==> src/rtl/gcd_resp_scoreboard_if.sv <==
// Expected-value and GcdUnit-response channels seen by the response scoreboard.
// Both channels: a beat transfers on a rising edge where val and rdy are both high; rdy never depends on val.
interface gcd_resp_scoreboard_if #(
    parameter int DATA_WIDTH = 16
);
    logic                  exp_val;
    logic                  exp_rdy;
    logic [DATA_WIDTH-1:0] exp_msg;
    logic                  resp_val;
    logic                  resp_rdy;
    logic [DATA_WIDTH-1:0] resp_msg;

    modport master (
        output exp_val, exp_msg, resp_val, resp_msg,
        input  exp_rdy, resp_rdy
    );

    modport slave (
        input  exp_val, exp_msg, resp_val, resp_msg,
        output exp_rdy, resp_rdy
    );
endinterface

==> src/rtl/gcd_resp_scoreboard.sv <==
// In-order GCD response checker: expected values queue in a FIFO and are popped
// against each accepted response, with pass/fail counts, first-failure capture and hang detection.
module gcd_resp_scoreboard #(
    parameter int DATA_WIDTH     = 16,
    parameter int DEPTH          = 4,
    parameter int NUM_VECTORS    = 100,
    parameter int TIMEOUT_CYCLES = 1024,
    parameter int CNT_WIDTH      = 16
) (
    input  logic                  clk,
    input  logic                  reset,
    gcd_resp_scoreboard_if.slave  bus,
    output logic [CNT_WIDTH-1:0]  pass_count,
    output logic [CNT_WIDTH-1:0]  fail_count,
    output logic                  mismatch,
    output logic [CNT_WIDTH-1:0]  first_fail_idx,
    output logic [DATA_WIDTH-1:0] first_fail_got,
    output logic [DATA_WIDTH-1:0] first_fail_exp,
    output logic                  timeout,
    output logic                  done,
    output logic [1:0]            state_dbg
);
    localparam int AW = $clog2(DEPTH);
    localparam int TW = $clog2(TIMEOUT_CYCLES) + 1;
    localparam logic [TW-1:0]        TO_LAST  = TW'(TIMEOUT_CYCLES - 1);
    localparam logic [CNT_WIDTH-1:0] IDX_LAST = CNT_WIDTH'(NUM_VECTORS - 1);
    localparam logic [AW:0]          OCC_FULL = (AW + 1)'(DEPTH);

    localparam logic [1:0] ST_RUN  = 2'd0;
    localparam logic [1:0] ST_DONE = 2'd1;
    localparam logic [1:0] ST_HUNG = 2'd2;

    logic [1:0]            state_q, state_d;
    logic [DATA_WIDTH-1:0] mem_q [DEPTH];
    logic [DATA_WIDTH-1:0] mem_d [DEPTH];
    logic [AW-1:0]         wr_ptr_q, wr_ptr_d, rd_ptr_q, rd_ptr_d;
    logic [AW:0]           occ_q, occ_d;
    logic [TW-1:0]         tcnt_q, tcnt_d;
    logic [CNT_WIDTH-1:0]  idx_q, idx_d;
    logic [CNT_WIDTH-1:0]  pass_q, pass_d, fail_q, fail_d, ffi_q, ffi_d;
    logic [DATA_WIDTH-1:0] ffg_q, ffg_d, ffe_q, ffe_d;
    logic                  mismatch_q, mismatch_d, timeout_q, timeout_d, done_q, done_d;

    logic                  running, empty, full, exp_fire, resp_fire;
    logic [DATA_WIDTH-1:0] head;

    always_comb begin
        running   = (state_q == ST_RUN);
        empty     = (occ_q == '0);
        full      = (occ_q == OCC_FULL);
        bus.exp_rdy  = running && !full;
        bus.resp_rdy = running && !empty;
        exp_fire  = bus.exp_val && bus.exp_rdy;
        resp_fire = bus.resp_val && bus.resp_rdy;
        head      = mem_q[rd_ptr_q];

        state_d    = state_q;
        mem_d      = mem_q;
        wr_ptr_d   = wr_ptr_q;
        rd_ptr_d   = rd_ptr_q;
        occ_d      = occ_q;
        tcnt_d     = tcnt_q;
        idx_d      = idx_q;
        pass_d     = pass_q;
        fail_d     = fail_q;
        ffi_d      = ffi_q;
        ffg_d      = ffg_q;
        ffe_d      = ffe_q;
        mismatch_d = mismatch_q;
        timeout_d  = timeout_q;
        done_d     = done_q;

        if (exp_fire) begin
            mem_d[wr_ptr_q] = bus.exp_msg;
            wr_ptr_d        = wr_ptr_q + 1'b1;
        end

        case ({exp_fire, resp_fire})
            2'b10:   occ_d = occ_q + 1'b1;
            2'b01:   occ_d = occ_q - 1'b1;
            default: occ_d = occ_q;
        endcase

        if (resp_fire) begin
            rd_ptr_d = rd_ptr_q + 1'b1;
            idx_d    = idx_q + 1'b1;
            if (bus.resp_msg == head) begin
                if (pass_q != '1) pass_d = pass_q + 1'b1;
            end else begin
                if (fail_q != '1) fail_d = fail_q + 1'b1;
                mismatch_d = 1'b1;
                // Only the first failure is captured; later ones just count.
                if (!mismatch_q) begin
                    ffi_d = pass_q + fail_q;
                    ffg_d = bus.resp_msg;
                    ffe_d = head;
                end
            end
            if (idx_q == IDX_LAST) begin
                done_d  = 1'b1;
                state_d = ST_DONE;
            end
        end

        // Hang watchdog: only runs while something is owed and nothing is accepted.
        if (running) begin
            if (resp_fire || empty) begin
                tcnt_d = '0;
            end else if (tcnt_q == TO_LAST) begin
                timeout_d = 1'b1;
                state_d   = ST_HUNG;
            end else begin
                tcnt_d = tcnt_q + 1'b1;
            end
        end
    end

    always_ff @(posedge clk) begin
        if (reset) begin
            state_q    <= ST_RUN;
            wr_ptr_q   <= '0;
            rd_ptr_q   <= '0;
            occ_q      <= '0;
            tcnt_q     <= '0;
            idx_q      <= '0;
            pass_q     <= '0;
            fail_q     <= '0;
            ffi_q      <= '0;
            ffg_q      <= '0;
            ffe_q      <= '0;
            mismatch_q <= 1'b0;
            timeout_q  <= 1'b0;
            done_q     <= 1'b0;
        end else begin
            state_q    <= state_d;
            wr_ptr_q   <= wr_ptr_d;
            rd_ptr_q   <= rd_ptr_d;
            occ_q      <= occ_d;
            tcnt_q     <= tcnt_d;
            idx_q      <= idx_d;
            pass_q     <= pass_d;
            fail_q     <= fail_d;
            ffi_q      <= ffi_d;
            ffg_q      <= ffg_d;
            ffe_q      <= ffe_d;
            mismatch_q <= mismatch_d;
            timeout_q  <= timeout_d;
            done_q     <= done_d;
        end
    end

    // Storage needs no reset: occupancy alone decides what is valid.
    always_ff @(posedge clk) begin
        mem_q <= mem_d;
    end

    assign pass_count     = pass_q;
    assign fail_count     = fail_q;
    assign mismatch       = mismatch_q;
    assign first_fail_idx = ffi_q;
    assign first_fail_got = ffg_q;
    assign first_fail_exp = ffe_q;
    assign timeout        = timeout_q;
    assign done           = done_q;
    assign state_dbg      = state_q;
endmodule
==> src/flat_wrapper.sv <==
// flat-port wrapper written by rule: the top's interface ports become plain ports
module gcd_resp_scoreboard_flat 
#(
    parameter int DATA_WIDTH     = 16,
    parameter int DEPTH          = 4,
    parameter int NUM_VECTORS    = 100,
    parameter int TIMEOUT_CYCLES = 1024,
    parameter int CNT_WIDTH      = 16
)
  (clk, reset, pass_count, fail_count, mismatch, first_fail_idx, first_fail_got, first_fail_exp, timeout, done, state_dbg, bus_exp_val, bus_exp_msg, bus_resp_val, bus_resp_msg, bus_exp_rdy, bus_resp_rdy);
  gcd_resp_scoreboard_if #(.DATA_WIDTH(DATA_WIDTH)) bus_i ();
  input  logic clk;
  input  logic reset;
  output logic [CNT_WIDTH-1:0] pass_count;
  output logic [CNT_WIDTH-1:0] fail_count;
  output logic mismatch;
  output logic [CNT_WIDTH-1:0] first_fail_idx;
  output logic [DATA_WIDTH-1:0] first_fail_got;
  output logic [DATA_WIDTH-1:0] first_fail_exp;
  output logic timeout;
  output logic done;
  output logic [1:0] state_dbg;
  input wire logic [$bits(bus_i.exp_val)-1:0] bus_exp_val;
  input wire logic [$bits(bus_i.exp_msg)-1:0] bus_exp_msg;
  input wire logic [$bits(bus_i.resp_val)-1:0] bus_resp_val;
  input wire logic [$bits(bus_i.resp_msg)-1:0] bus_resp_msg;
  output wire logic [$bits(bus_i.exp_rdy)-1:0] bus_exp_rdy;
  output wire logic [$bits(bus_i.resp_rdy)-1:0] bus_resp_rdy;
  assign bus_i.exp_val = bus_exp_val;
  assign bus_i.exp_msg = bus_exp_msg;
  assign bus_i.resp_val = bus_resp_val;
  assign bus_i.resp_msg = bus_resp_msg;
  assign bus_exp_rdy = bus_i.exp_rdy;
  assign bus_resp_rdy = bus_i.resp_rdy;
  gcd_resp_scoreboard #(.DATA_WIDTH(DATA_WIDTH), .DEPTH(DEPTH), .NUM_VECTORS(NUM_VECTORS), .TIMEOUT_CYCLES(TIMEOUT_CYCLES), .CNT_WIDTH(CNT_WIDTH)) u_core (.clk(clk), .reset(reset), .bus(bus_i), .pass_count(pass_count), .fail_count(fail_count), .mismatch(mismatch), .first_fail_idx(first_fail_idx), .first_fail_got(first_fail_got), .first_fail_exp(first_fail_exp), .timeout(timeout), .done(done), .state_dbg(state_dbg));
endmodule
==> config.mk <==
export PLATFORM = sky130hd
export DESIGN_NAME = gcd_resp_scoreboard_flat
export DESIGN_NICKNAME = d
export VERILOG_FILES = /design/src/rtl/gcd_resp_scoreboard_if.sv /design/src/rtl/gcd_resp_scoreboard.sv /design/src/flat_wrapper.sv
export SDC_FILE = /design/constraint.sdc
export NUM_CORES = 1
export LEC_CHECK = 0
export BUFFER_PORTS_ARGS = -buffer_cell sky130_fd_sc_hd__buf_2
export CORE_MARGIN = 4
export CORE_UTILIZATION = 40
export DETAILED_ROUTE_END_ITERATION = 12
export HOLD_SLACK_MARGIN = 0.08
export PLACE_DENSITY_LB_ADDON = 0.05
export RECOVER_POWER = 25
export SLEW_MARGIN = 5
export SYNTH_ARGS = -nofsm -noshare
export SYNTH_HDL_FRONTEND = slang
export SYNTH_SLANG_ARGS = --single-unit
==> constraint.sdc <==
create_clock -name clk -period 3.4 [get_ports clk]
set_input_delay 0.34 -clock clk [delete_from_list [all_inputs] [get_ports clk]]
set_output_delay 0.34 -clock clk [all_outputs]
set_load 0.02 [all_outputs]
; ---- Word level (Yosys, flattened, before mapping)
; Index checks and enable logic that the tools add are counted.
[word_totals]
wordCells = 76
inputBits = 36
register_bits = 183
[classes]
n_mux = 14
n_bitwise = 5
n_reduce_logical = 18
eq_ne = 9
add_sub_neg = 9
magnitude_cmp = 3
[ops]
columns = cell, n
row1 = bitwise mux 64 bit, 1
row2 = "adder 16 x 1 -> 16 bit, second input constant", 3
row3 = two-way mux 16 bit, 3
row4 = binary-select mux 16 bit (select 2 bit), 1
row5 = demux 16 bit (select 2 bit), 1
row6 = "!= test 16 bit, second input constant", 2
row7 = two-way mux 11 bit, 2
row8 = adder 16 bit, 1
row9 = == test 16 bit, 1
row10 = "== test 16 x 7 -> 1 bit, second input constant", 1
row11 = AND reduction 3 bit, 4
row12 = "adder 11 x 1 -> 11 bit, second input constant", 1
row13 = "== test 11 x 10 -> 1 bit, second input constant", 1
row14 = two-way mux 2 bit, 5
row15 = "greater-or-equal comparator 3 bit, second input constant", 2
row16 = NOT 2 -> 3 bit, 2
row17 = case mux 3 bit (2 select lines), 1
row18 = AND reduction 2 bit, 3
row19 = logical AND 1 bit, 5
row20 = "adder 2 x 1 -> 2 bit, second input constant", 2
row21 = "adder 3 x 1 -> 3 bit, second input constant", 1
row22 = "== test 3 bit, second input constant", 1
row23 = logical NOT 3 bit, 1
row24 = "less-than comparator 3 x 1 -> 1 bit, second input constant", 1
row25 = other kinds (9), 12

; ---- Logic depth before layout (Yosys ltp)
; Gate-level depths: netlist of run 1.
[logic_depth]
depth_word = 8
depth_mapped = 11
mapped_depth_nobuf = 10

; ---- Worst setup path before layout of run 1
; No wires, ideal clock.
[synth_timing]
path_kind = register to register
from = reg u_core.rd_ptr_q[1]
to = reg u_core.pass_q[14] (netlist: u_core.pass_count[14])
synth_period_minus_slack_ps = 2900
stages_incl_launch_ff = 11
t_arrival_ps = 2777
setup_ps = 123
slack_ps = 500
path_cell_list = dfxtp_1 > clkbuf_1 > buf_2 > mux4_2 > xnor2_1 > nand4_1 > or4_1 > buf_2 > buf_6 > nor4_1 > mux2_1
[synth_between]
elab_chain_len = 6
[synth_rtl]
columns = item, line
row1 = from (decl), gcd_resp_scoreboard.sv:36  ; logic [AW-1:0] wr_ptr_q, wr_ptr_d, rd_ptr_q, rd_ptr_d;
row2 = from (signal assigned), gcd_resp_scoreboard.sv:137  ; rd_ptr_q <= rd_ptr_d;
row3 = NOT 2 -> 3 bit (not written as such), gcd_resp_scoreboard.sv:55  ; head = mem_q[rd_ptr_q];
row4 = binary-select mux 16 bit (select 2 bit), gcd_resp_scoreboard.sv:55
row5 = two-way mux 16 bit (not written as such) (2 in series), gcd_resp_scoreboard.sv:55
row6 = == test 16 bit, gcd_resp_scoreboard.sv:87  ; if (bus.resp_msg == head) begin
row7 = AND reduction 3 bit (no source line), n/a
row8 = to (signal assigned), gcd_resp_scoreboard.sv:141  ; pass_q <= pass_d;
row9 = to (decl), gcd_resp_scoreboard.sv:40  ; logic [CNT_WIDTH-1:0] pass_q, pass_d, fail_q, fail_d, ffi_q, ffi_d;
; No other way between the ends. The select of a mux whose other input is x is not followed.
; A chain may end at the register's enable or synchronous reset.

; ---- Worst setup path after layout of run 1
[layout_timing]
from = reg u_core.rd_ptr_q[0]
to = reg u_core.pass_q[8] (netlist: u_core.pass_count[8])
; The elaborated chain is that of the path after synthesis.

==> run metrics, run 1 <==
Synth Area in Compound Gates=13.76%; Hold Fails Final Rpt=0; GRT Util Overall=19.33%; Core Box Area=21,090 µm²; Startpoint Class=flip-flop; worst skew pair latency=0.43 ns; CP delay by family, top=simple AND/OR/NAND/NOR gates; reg2reg path depth=7; nets=1,020; met1 Track Usage GR=27.56%; Post-synth ARST share=0%; clock root cell=clkbuf_16; H-tree depth=4; critical path required time=3.72 ns; IO Port Bufs=122; WP depth=7; most common cell after layout, fill and taps aside=dfxtp_1; FF+latch count, synth=183; period utilization=92.21%; Hold Path Class=primary input to flip-flop; flip-flop and latch area=4304 µm²; peak supply drop=292.9 µV; Power per Cell Area=611.6 nW/µm²; share of cells above drive strength 1=18.33%; Top Usage Layer GRT=met2; die area=23,920 µm²; Period minus WS final=3.135 ns; worst reg2reg startpoint=u_core.rd_ptr_q[0]$_SDFFE_PP0P_; crit path buf inv count=1; Avg Inst Size Synth=10.14 µm²; initial antenna violation count=0; Inserted Clock Buffers=17; Design Area, Final=10,090 µm²; Setup crit start=u_core.rd_ptr_q[0]$_SDFFE_PP0P_; fraction of synthesized area in multiplexers=5.847%; Max Clock Skew=0.01326 ns; slowest stage cell on the critical path=or4_4; Power, Total=6170 µW; vias in the first global route=6,710; total negative slack=0 ns; pre-CTS WS=0.04867 ns; Leakage=0.003740 µW; total gr overflow=0; hpwl dp=16,460 µm; Setup WS post-layout=0.2650 ns; final WL=23,260 µm; CTS tree=built; critical path fanouts, max=15; Die X=154.6 µm; area share of and/or/nand/nor cells after synthesis=17.72%; r2r setup slk=0.26 ns; routability cong.=0.8775; sequential area share after synthesis=50.04%; clk sinks=183; global-route wire length before repair=36,900 µm; area of the multi-input gates=4009 µm²; area delta synth->final=17.28%; M2 GR Usage=30.68%; fillers=2,012; Ant. Diodes=0; xor/xnor share of the synthesized area=5.091%; slowest stage delay, CP=0.69 ns; Rows=53; largest net degree at the start of global routing=63; M3 GR Usage=3.637%; reg2reg end=u_core.pass_count[8]$_SDFFE_PP0P_; Post-synth EDFFs=64; Starting Density=40.79%; Setup Viol. Count Final=0; Worst Setup EP=u_core.pass_count[8]$_SDFFE_PP0P_; max cap viols=0; Ports=123; # DRC=0; critical setup path kind=flip-flop to flip-flop; initial DRC count=511; antenna-violating nets left=0; fmax=0.3190 GHz; vias=6,938; Reg clk slew, reported paths=0.07 ns; cells after synthesis=848; DR WL/cell=18.66 µm; Cell variety after synth=59; Post-synth top flop=dfxtp_1; most frequent cells in the layout=dfxtp_1, buf_2, a21oi_1; final-report max-slew violation count=0; drt first pass iters=5; adder-cell share of the synthesized area=3.956%; Synth Net Count=910; Ys Warns=0; Placed Area=9518 µm²; cts hold-fix bufs=0; chip height=154.6 µm; CTS max path bufs=2; Worst Tran Pin Value=0.9025 ns; CP Capture Type=flip-flop; largest family of logic cells by synthesized area=simple AND/OR/NAND/NOR gates; critical path data arrival time=3.45 ns; Post-Syn Area=8602 µm²; crit-path cells=buf_4, mux4_2, xnor2_1, nand4_1, or4_4, nor4b_1, mux2_2; vias per std cell=5.568; RSZ-0062 raised after global routing=false; Slew headroom=39.84%; outcome=finished, final reports clean
area by class of cell:
class,instances,share of cell area [%]
clock buffer,17,4.217
clock inverter,15,1.848
inverter,22,0.8186
multi-input combinational,593,39.74
sequential,183,42.66
tap,275,3.411
timing repair buffer,141,7.305
logic make-up after synthesis:
logic type / Yosys count
DFF: 183
xor gates and xnor gates: 50
buffers and inverters: 72
muxes: 28
AOI/OAI and AO/OA: 196
adders and majority gates: 26
and+or+nand+nor: 293
registers in the layout (all words and copies together) (netlist names):
register,cells
u_core.done,1
u_core.fail_count,16
u_core.first_fail_exp,16
u_core.first_fail_got,16
u_core.first_fail_idx,16
u_core.idx_q,16
u_core.mem_q,64
u_core.mismatch,1
u_core.occ_q,3
u_core.pass_count,16
u_core.rd_ptr_q,2
u_core.state_dbg,2
u_core.tcnt_q,11
u_core.timeout,1
u_core.wr_ptr_q,2
how the worst min path moves through the flow:
stage	slack (ns)	cells after the start	to	from
floorplan	0.41	2	u_core.tcnt_q[10]$_SDFFE_PP0P_	u_core.tcnt_q[10]$_SDFFE_PP0P_
global placement	0.42	2	u_core.tcnt_q[10]$_SDFFE_PP0P_	u_core.tcnt_q[10]$_SDFFE_PP0P_
detailed placement	0.43	2	u_core.tcnt_q[10]$_SDFFE_PP0P_	u_core.tcnt_q[10]$_SDFFE_PP0P_
CTS	0.10	1	u_core.mem_q[45]$_DFFE_PP_	bus_exp_msg[13]
global route	0.16	1	u_core.mem_q[13]$_DFFE_PP_	bus_exp_msg[13]
finish	0.16	1	u_core.mem_q[45]$_DFFE_PP_	bus_exp_msg[13]
worst register-to-register path: cells and delay by family, from the launching register on:
kind | cells | cell delay (ns)
AND/OR/NAND/NOR | 3 | 1.22
XOR/XNOR | 1 | 0.20
multiplexers | 2 | 0.94
buffers and inverters | 1 | 0.24
flip-flops | 1 | 0.44
metrics by stage:
step / util [%] / hold WS, ns / cells
3_3_place_gp: 45.13 / 0.4244 / 1214
6_report: 47.84 / 0.1616 / 1246
4_1_cts: 48.04 / 0.1028 / 1246
2_1_floorplan: - / 0.4090 / 848
5_1_grt: 47.84 / 0.1575 / 1246
3_5_place_dp: 45.13 / 0.4291 / 1214
power breakdown:
group / internal [µW] / switching, µW / total, µW
clock network: 1120 / 938 / 2060
registers: 2490 / 132 / 2620
logic: 554 / 935 / 1490
cell usage after synthesis, drive strengths merged, types with 7 or more instances:
| cell | instances | area share [%] |
|---|---|---|
| ha | 24 | 3.5 |
| nor4 | 14 | 1.1 |
| mux2 | 12 | 1.6 |
| edfxtp | 64 | 22 |
| buf | 14 | 1.1 |
| or3 | 9 | 0.65 |
| a21oi | 76 | 4.4 |
| nand3 | 59 | 3.4 |
| inv | 21 | 0.92 |
| nor2 | 60 | 2.6 |
| xor2 | 17 | 1.7 |
| clkbuf | 36 | 1.6 |
| nor2b | 13 | 0.95 |
| nand4 | 21 | 1.5 |
| nor3 | 20 | 1.2 |
| o21ai | 55 | 3.2 |
| nand2 | 45 | 2.0 |
| o31ai | 12 | 1.0 |
| mux4 | 16 | 4.3 |
| or4 | 12 | 1.0 |
| dfxtp | 119 | 28 |
| a31oi | 7 | 0.51 |
| and3 | 15 | 1.1 |
| xnor2 | 33 | 3.4 |
per-layer routing:
metal | share of wire, % | up-vias
met5 | 0 | -
met1 | 48 | 3362
li1 | - | 3387
met4 | 0.89 | 0
met3 | 5.0 | 12
met2 | 46 | 177
what timing repair did:
item                       in CTS  in global routing
setup buffers                   0                  0
setup endpoints to repair       0                 21
gates resized for setup         0                  1
Note: power is estimated with default switching activity, not from simulation.
==> inputs of run 2 (changes only) <==
Settings changed: PLACE_DENSITY_LB_ADDON 0.05 to unset.
==> run 2 against run 1 <==
Worst hold slack gained 0.00075 ns. Register-to-register slack lost 0.07 ns. Total power is essentially flat. Highest routed layer unchanged.
==> run metrics, run 2 (synthesis results as in run 1) <==
drt first pass iters=5 (unchanged); peak supply drop=335.1 µV (was 292.9 µV); pre-CTS WS=0.1940 ns (was 0.04867 ns); final WL=22,710 µm (was 23,260 µm); critical path data arrival time=3.53 ns (was 3.45 ns); Hold Path Origin=bus_exp_msg[1] (was bus_exp_msg[13]); Worst Setup EP=u_core.pass_count[8]$_SDFFE_PP0P_ (unchanged); Hold Path Class=primary input to flip-flop (unchanged); fillers=1,993 (was 2,012); GRT Util Overall=18.72% (was 19.33%); Inserted Clock Buffers=17 (unchanged); total gr overflow=0 (unchanged); Startpoint Class=flip-flop (unchanged); worst skew pair latency=0.43 ns (about the same); Rows=53 (unchanged); Worst Tran Pin Value=0.8692 ns (was 0.9025 ns); Placed Cells=1,219 (was 1,214); share of cells above drive strength 1=18.95% (was 18.33%); Die X=154.6 µm (unchanged); CTS tree=built (unchanged); hpwl dp=16,150 µm (was 16,460 µm); largest net degree at the start of global routing=73 (was 63); slowest stage cell on the critical path=or4_2 (was or4_4); cts hold-fix bufs=0 (unchanged); Leakage=0.003769 µW (was 0.003740 µW); Biggest register=u_core.mem_q (unchanged); Reg clk slew, reported paths=0.08 ns (was 0.07 ns); initial antenna violation count=0 (unchanged); post-cts resize count=0 (unchanged); critical setup path kind=flip-flop to flip-flop (unchanged); H-tree depth=4 (unchanged); Final Non-Filler Cells=1,251 (was 1,246); final-report max-slew violation count=0 (unchanged); area delta synth->final=17.91% (was 17.28%); r2r setup slk=0.19 ns (was 0.26 ns); reg2reg path depth=8 (was 7); Starting Density=40.79% (unchanged); # DRC=0 (unchanged); crit-path cells=buf_4, mux4_1, xnor2_1, nand4_1, or4_2, buf_12, nor4b_1, mux2_2 (was buf_4, mux4_2, xnor2_1, nand4_1, or4_4, nor4b_1, mux2_2); Power per Cell Area=608.1 nW/µm² (was 611.6 nW/µm²); worst reg2reg startpoint=u_core.rd_ptr_q[0]$_SDFFE_PP0P_ (unchanged); antenna-violating nets left=0 (unchanged); RSZ-0062 raised after global routing=false (unchanged); most common cell after layout, fill and taps aside=dfxtp_1 (unchanged); critical path fanouts, max=18 (was 15); total negative slack=0 ns (unchanged); post-layout util=48.10% (was 47.84%); outcome=finished, final reports clean (unchanged); nets=1,025 (was 1,020); Setup crit start=u_core.rd_ptr_q[0]$_SDFFE_PP0P_ (unchanged); Power, Total=6167 µW (was 6170 µW); # Post-CTS Setup Buffers=0 (unchanged); slowest stage delay, CP=0.74 ns (was 0.69 ns); period utilization=94.33% (was 92.21%); vias in the first global route=6,513 (was 6,710); routability cong.=0.8260 (was 0.8775); vias=6,965 (was 6,938); max cap viols=0 (unchanged); critical path required time=3.73 ns (was 3.72 ns); Ports=123 (unchanged); reg2reg end=u_core.pass_count[8]$_SDFFE_PP0P_ (unchanged); chip height=154.6 µm (unchanged); Period minus WS final=3.207 ns (was 3.135 ns); die area=23,920 µm² (unchanged); clock root cell=clkbuf_16 (unchanged); fmax=0.3118 GHz (was 0.3190 GHz); Ant. Diodes=0 (unchanged); Core Box Area=21,090 µm² (unchanged); most frequent cells in the layout=dfxtp_1, buf_2, a21oi_1 (unchanged); CTS max path bufs=2 (unchanged); Setup Viol. Count Final=0 (unchanged); DR WL/cell=18.16 µm (was 18.66 µm); Max Clock Skew=0.009893 ns (was 0.01326 ns); clk sinks=183 (unchanged); IO Port Bufs=122 (unchanged); Slew headroom=42.05% (was 39.84%); Hold Fails Final Rpt=0 (unchanged); CP Capture Type=flip-flop (unchanged); Setup WS post-layout=0.1929 ns (was 0.2650 ns); global-route wire length before repair=35,780 µm (was 36,900 µm); initial DRC count=443 (was 511); max reg flops=64 (unchanged); vias per std cell=5.568 (about the same)
run 2: cell count changes in the layout (fill, tap and decap cells not counted), sizes merged:
| cell | before | now |
|---|---|---|
| buf | 106 | 111 |
| bufinv | 2 | 0 |
| clkinv | 6 | 7 |
| clkinvlp | 1 | 0 |
| inv | 28 | 30 |
run 2: worst min path at each step:
stage | slack [ns] | cells after the start | end
after global routing | 0.16 | 1 | u_core.mem_q[48]$_DFFE_PP_
after CTS | 0.1 | 1 | u_core.mem_q[1]$_DFFE_PP_
final | 0.16 | 1 | u_core.mem_q[1]$_DFFE_PP_
after global placement | 0.43 | 2 | u_core.tcnt_q[10]$_SDFFE_PP0P_
after detailed placement | 0.43 | 2 | u_core.tcnt_q[10]$_SDFFE_PP0P_
after floorplan | 0.41 | 2 | u_core.tcnt_q[10]$_SDFFE_PP0P_
run 2: stage by stage:
stage               hold WS [ns]  cell area, µm²
finish                    0.1623           10140
global route              0.1550           10140
CTS                      0.09881           10190
detailed placement        0.4323            9560
global placement          0.4280            9560
floorplan                 0.4090            8602
run 2: layout make-up:
| cell class | instances | area [µm²] | share of cell area (%) |
|---|---|---|---|
| multi-input cells | 593 | 4011 | 39.55 |
| inverters | 22 | 82.58 | 0.8142 |
| clock inverters | 15 | 200.2 | 1.974 |
| repair buffers | 146 | 774.5 | 7.636 |
| well taps | 275 | 344.1 | 3.393 |
| clock buffers | 17 | 425.4 | 4.194 |
| flip-flops and latches | 183 | 4304 | 42.44 |
run 2: critical path, delay by kind of cell (launching register included):
family	cells	cell delay (ns)
simple gates	3	1.19
xor+xnor	1	0.16
buf+inv	2	0.41
flops	1	0.34
mux	2	0.99
run 2: power by group:
part           switching, µW  total (µW)  internal, µW
sequential               134        2630          2490
clock                   1030        2050          1020
combinational            932        1490           562
total                   2090        6170          4080
run 2: layer usage:
layer | share of wire, % | GRT usage (%) | up-vias
met4 | 2.8 | 7.233 | 0
met1 | 45 | 25.24 | 3358
met5 | 0 | 0 | -
met3 | 4.6 | 2.966 | 34
li1 | - | - | 3382
met2 | 48 | 30.37 | 191
==> inputs of run 3 (changes only) <==
Clock period 3.4 ns to 3.3 ns, I/O delays scaled along.
==> run 3 against run 2 <==
Clock-buffer cell count is the same. Final area grew 1.5%. Routed wire length grew 2.3%. Setup slack gained 0.13 ns. Register-to-register slack gained 0.13 ns. Clock power grew 7%. Sequential share of layout area shrank 0.60 points. Combinational power grew 8%. Largest cell class unchanged. Die area is the same. First-iteration DRC count grew 19%. Global-route usage grew 0.46 points.
==> run metrics, run 3 (synthesis results as in run 1) <==
Slew headroom=41.47% (was 42.05%); vias in the first global route=6,776 (was 6,513); r2r setup slk=0.32 ns (was 0.19 ns); crit-path cells=buf_12, mux4_1, xnor2_1, nand4_1, or4_4, buf_4, or4_1, a21oi_1 (was buf_4, mux4_1, xnor2_1, nand4_1, or4_2, buf_12, nor4b_1, mux2_2); IO Port Bufs=122 (unchanged); CTS tree=built (unchanged); Placed Area=9625 µm² (was 9560 µm²); die area=23,920 µm² (unchanged); fmax=0.3358 GHz (was 0.3118 GHz); RSZ-0062 raised after global routing=false (unchanged); max cap viols=0 (unchanged); final-report max-slew violation count=0 (unchanged); Startpoint Class=flip-flop (unchanged); final WL=23,240 µm (was 22,710 µm); Power per Cell Area=633.3 nW/µm² (was 608.1 nW/µm²); Reg clk slew, reported paths=0.08 ns (about the same); Inserted Clock Buffers=17 (unchanged); post-cts resize count=0 (unchanged); global-route wire length before repair=36,740 µm (was 35,780 µm); Hold Fails Final Rpt=0 (unchanged); Core Box Area=21,090 µm² (unchanged); Ports=123 (unchanged); Placed Cells=1,221 (was 1,219); antenna-violating nets left=0 (unchanged); total gr overflow=0 (unchanged); hpwl dp=16,300 µm (was 16,150 µm); CTS max path bufs=2 (unchanged); # Post-CTS Setup Buffers=0 (unchanged); nets=1,027 (was 1,025); Hold Path Origin=bus_exp_msg[12] (was bus_exp_msg[1]); slowest stage cell on the critical path=mux4_1 (was or4_2); Worst Tran Pin Value=0.8732 ns (was 0.8692 ns); initial DRC count=525 (was 443); Setup crit start=u_core.rd_ptr_q[0]$_SDFFE_PP0P_ (unchanged); clk sinks=183 (unchanged); H-tree depth=4 (unchanged); most frequent cells in the layout=dfxtp_1, buf_2, a21oi_1 (unchanged); Final Non-Filler Cells=1,253 (was 1,251); reg2reg end=u_core.pass_count[2]$_SDFFE_PP0P_ (was u_core.pass_count[8]$_SDFFE_PP0P_); largest net degree at the start of global routing=78 (was 73); most common cell after layout, fill and taps aside=dfxtp_1 (unchanged); Leakage=0.003809 µW (was 0.003769 µW); Starting Density=40.79% (unchanged); GRT Util Overall=19.18% (was 18.72%); Hold Path Class=primary input to flip-flop (unchanged); critical path required time=3.66 ns (was 3.73 ns); DR WL/cell=18.55 µm (was 18.16 µm); Biggest register=u_core.mem_q (unchanged); outcome=finished, final reports clean (unchanged); slowest stage delay, CP=0.60 ns (was 0.74 ns); reg2reg path depth=8 (unchanged); vias=7,059 (was 6,965); period utilization=90.23% (was 94.33%); vias per std cell=5.634 (was 5.568); Design Area, Final=10,290 µm² (was 10,140 µm²); area delta synth->final=19.64% (was 17.91%); clock root cell=clkbuf_16 (unchanged); routability cong.=0.8393 (was 0.8260); Ant. Diodes=0 (unchanged); Die X=154.6 µm (unchanged); # DRC=0 (unchanged); peak supply drop=403.6 µV (was 335.1 µV); total negative slack=0 ns (unchanged); hold path cells=1 (unchanged); max reg flops=64 (unchanged); Worst Hold End=u_core.mem_q[28]$_DFFE_PP_ (was u_core.mem_q[1]$_DFFE_PP_); share of cells above drive strength 1=19.84% (was 18.95%); critical setup path kind=flip-flop to flip-flop (unchanged); Rows=53 (unchanged); worst reg2reg startpoint=u_core.rd_ptr_q[0]$_SDFFE_PP0P_ (unchanged); Period minus WS final=2.978 ns (was 3.207 ns); Setup Viol. Count Final=0 (unchanged); critical path data arrival time=3.34 ns (was 3.53 ns); fillers=1,985 (was 1,993); drt first pass iters=5 (unchanged); cts hold-fix bufs=0 (unchanged); critical path fanouts, max=14 (was 18); CP Capture Type=flip-flop (unchanged); chip height=154.6 µm (unchanged); initial antenna violation count=0 (unchanged); worst hold slack=0.1530 ns (was 0.1623 ns); Max Clock Skew=0.01270 ns (was 0.009893 ns); worst skew pair latency=0.44 ns (was 0.43 ns)
-- run 3: critical path, delay by kind of cell (launching register included) --
family          cells  cell delay, ns
simple gates        3            1.28
flops               1            0.37
compound gates      1            0.14
mux                 1            0.60
xor+xnor            1            0.15
buf+inv             2            0.37
-- run 3: layout make-up --
type                            count  area, µm²  share of cell area [%]
Clock buffer                       17      425.4                   4.134
Clock inverter                     15      220.2                   2.140
Inverter                           22      82.58                  0.8024
Multi-Input combinational cell    593       4070                   39.55
Sequential cell                   183       4305                   41.84
Tap cell                          275      344.1                   3.343
Timing Repair Buffer              148      843.3                   8.195
-- run 3: per-stage QoR --
stage               total power (µW)  worst slack [ns]  utilization (%)
floorplan                       3799            0.3996                -
global placement                4357           0.08904            45.65
detailed placement              4381           0.01730            45.65
CTS                             6579          0.002845            48.71
global route                    6841            0.1664            48.80
finish                          6517            0.3223            48.80
-- run 3: power breakdown --
| part | internal (µW) | switching (µW) | total, µW | leakage [µW] |
|---|---|---|---|---|
| sequential | 2570 | 140 | 2710 | 0.00155 |
| clock | 1130 | 1070 | 2200 | 0.000314 |
| combinational | 633 | 977 | 1610 | 0.00194 |
| total | 4330 | 2180 | 6520 | 0.00381 |
-- run 3: worst max-delay path by stage --
stage / end / cells after the start
5_1_grt: u_core.pass_count[8]$_SDFFE_PP0P_ / 9
3_3_place_gp: u_core.pass_count[8]$_SDFFE_PP0P_ / 8
6_report: u_core.pass_count[2]$_SDFFE_PP0P_ / 8
2_1_floorplan: u_core.pass_count[14]$_SDFFE_PP0P_ / 10
4_1_cts: u_core.pass_count[9]$_SDFFE_PP0P_ / 8
3_5_place_dp: u_core.pass_count[9]$_SDFFE_PP0P_ / 8
-- run 3: per-layer routing --
metal / GRT usage (%) / up-vias / part of all wire (%) / wire length [µm]
li1: - / 3404 / - / -
met1: 25.39 / 3420 / 45 / 10440
met2: 31.09 / 190 / 48 / 11050
met3: 3.693 / 45 / 4.8 / 1112
met4: 7.611 / 0 / 2.7 / 635
met5: 0 / - / 0 / 0
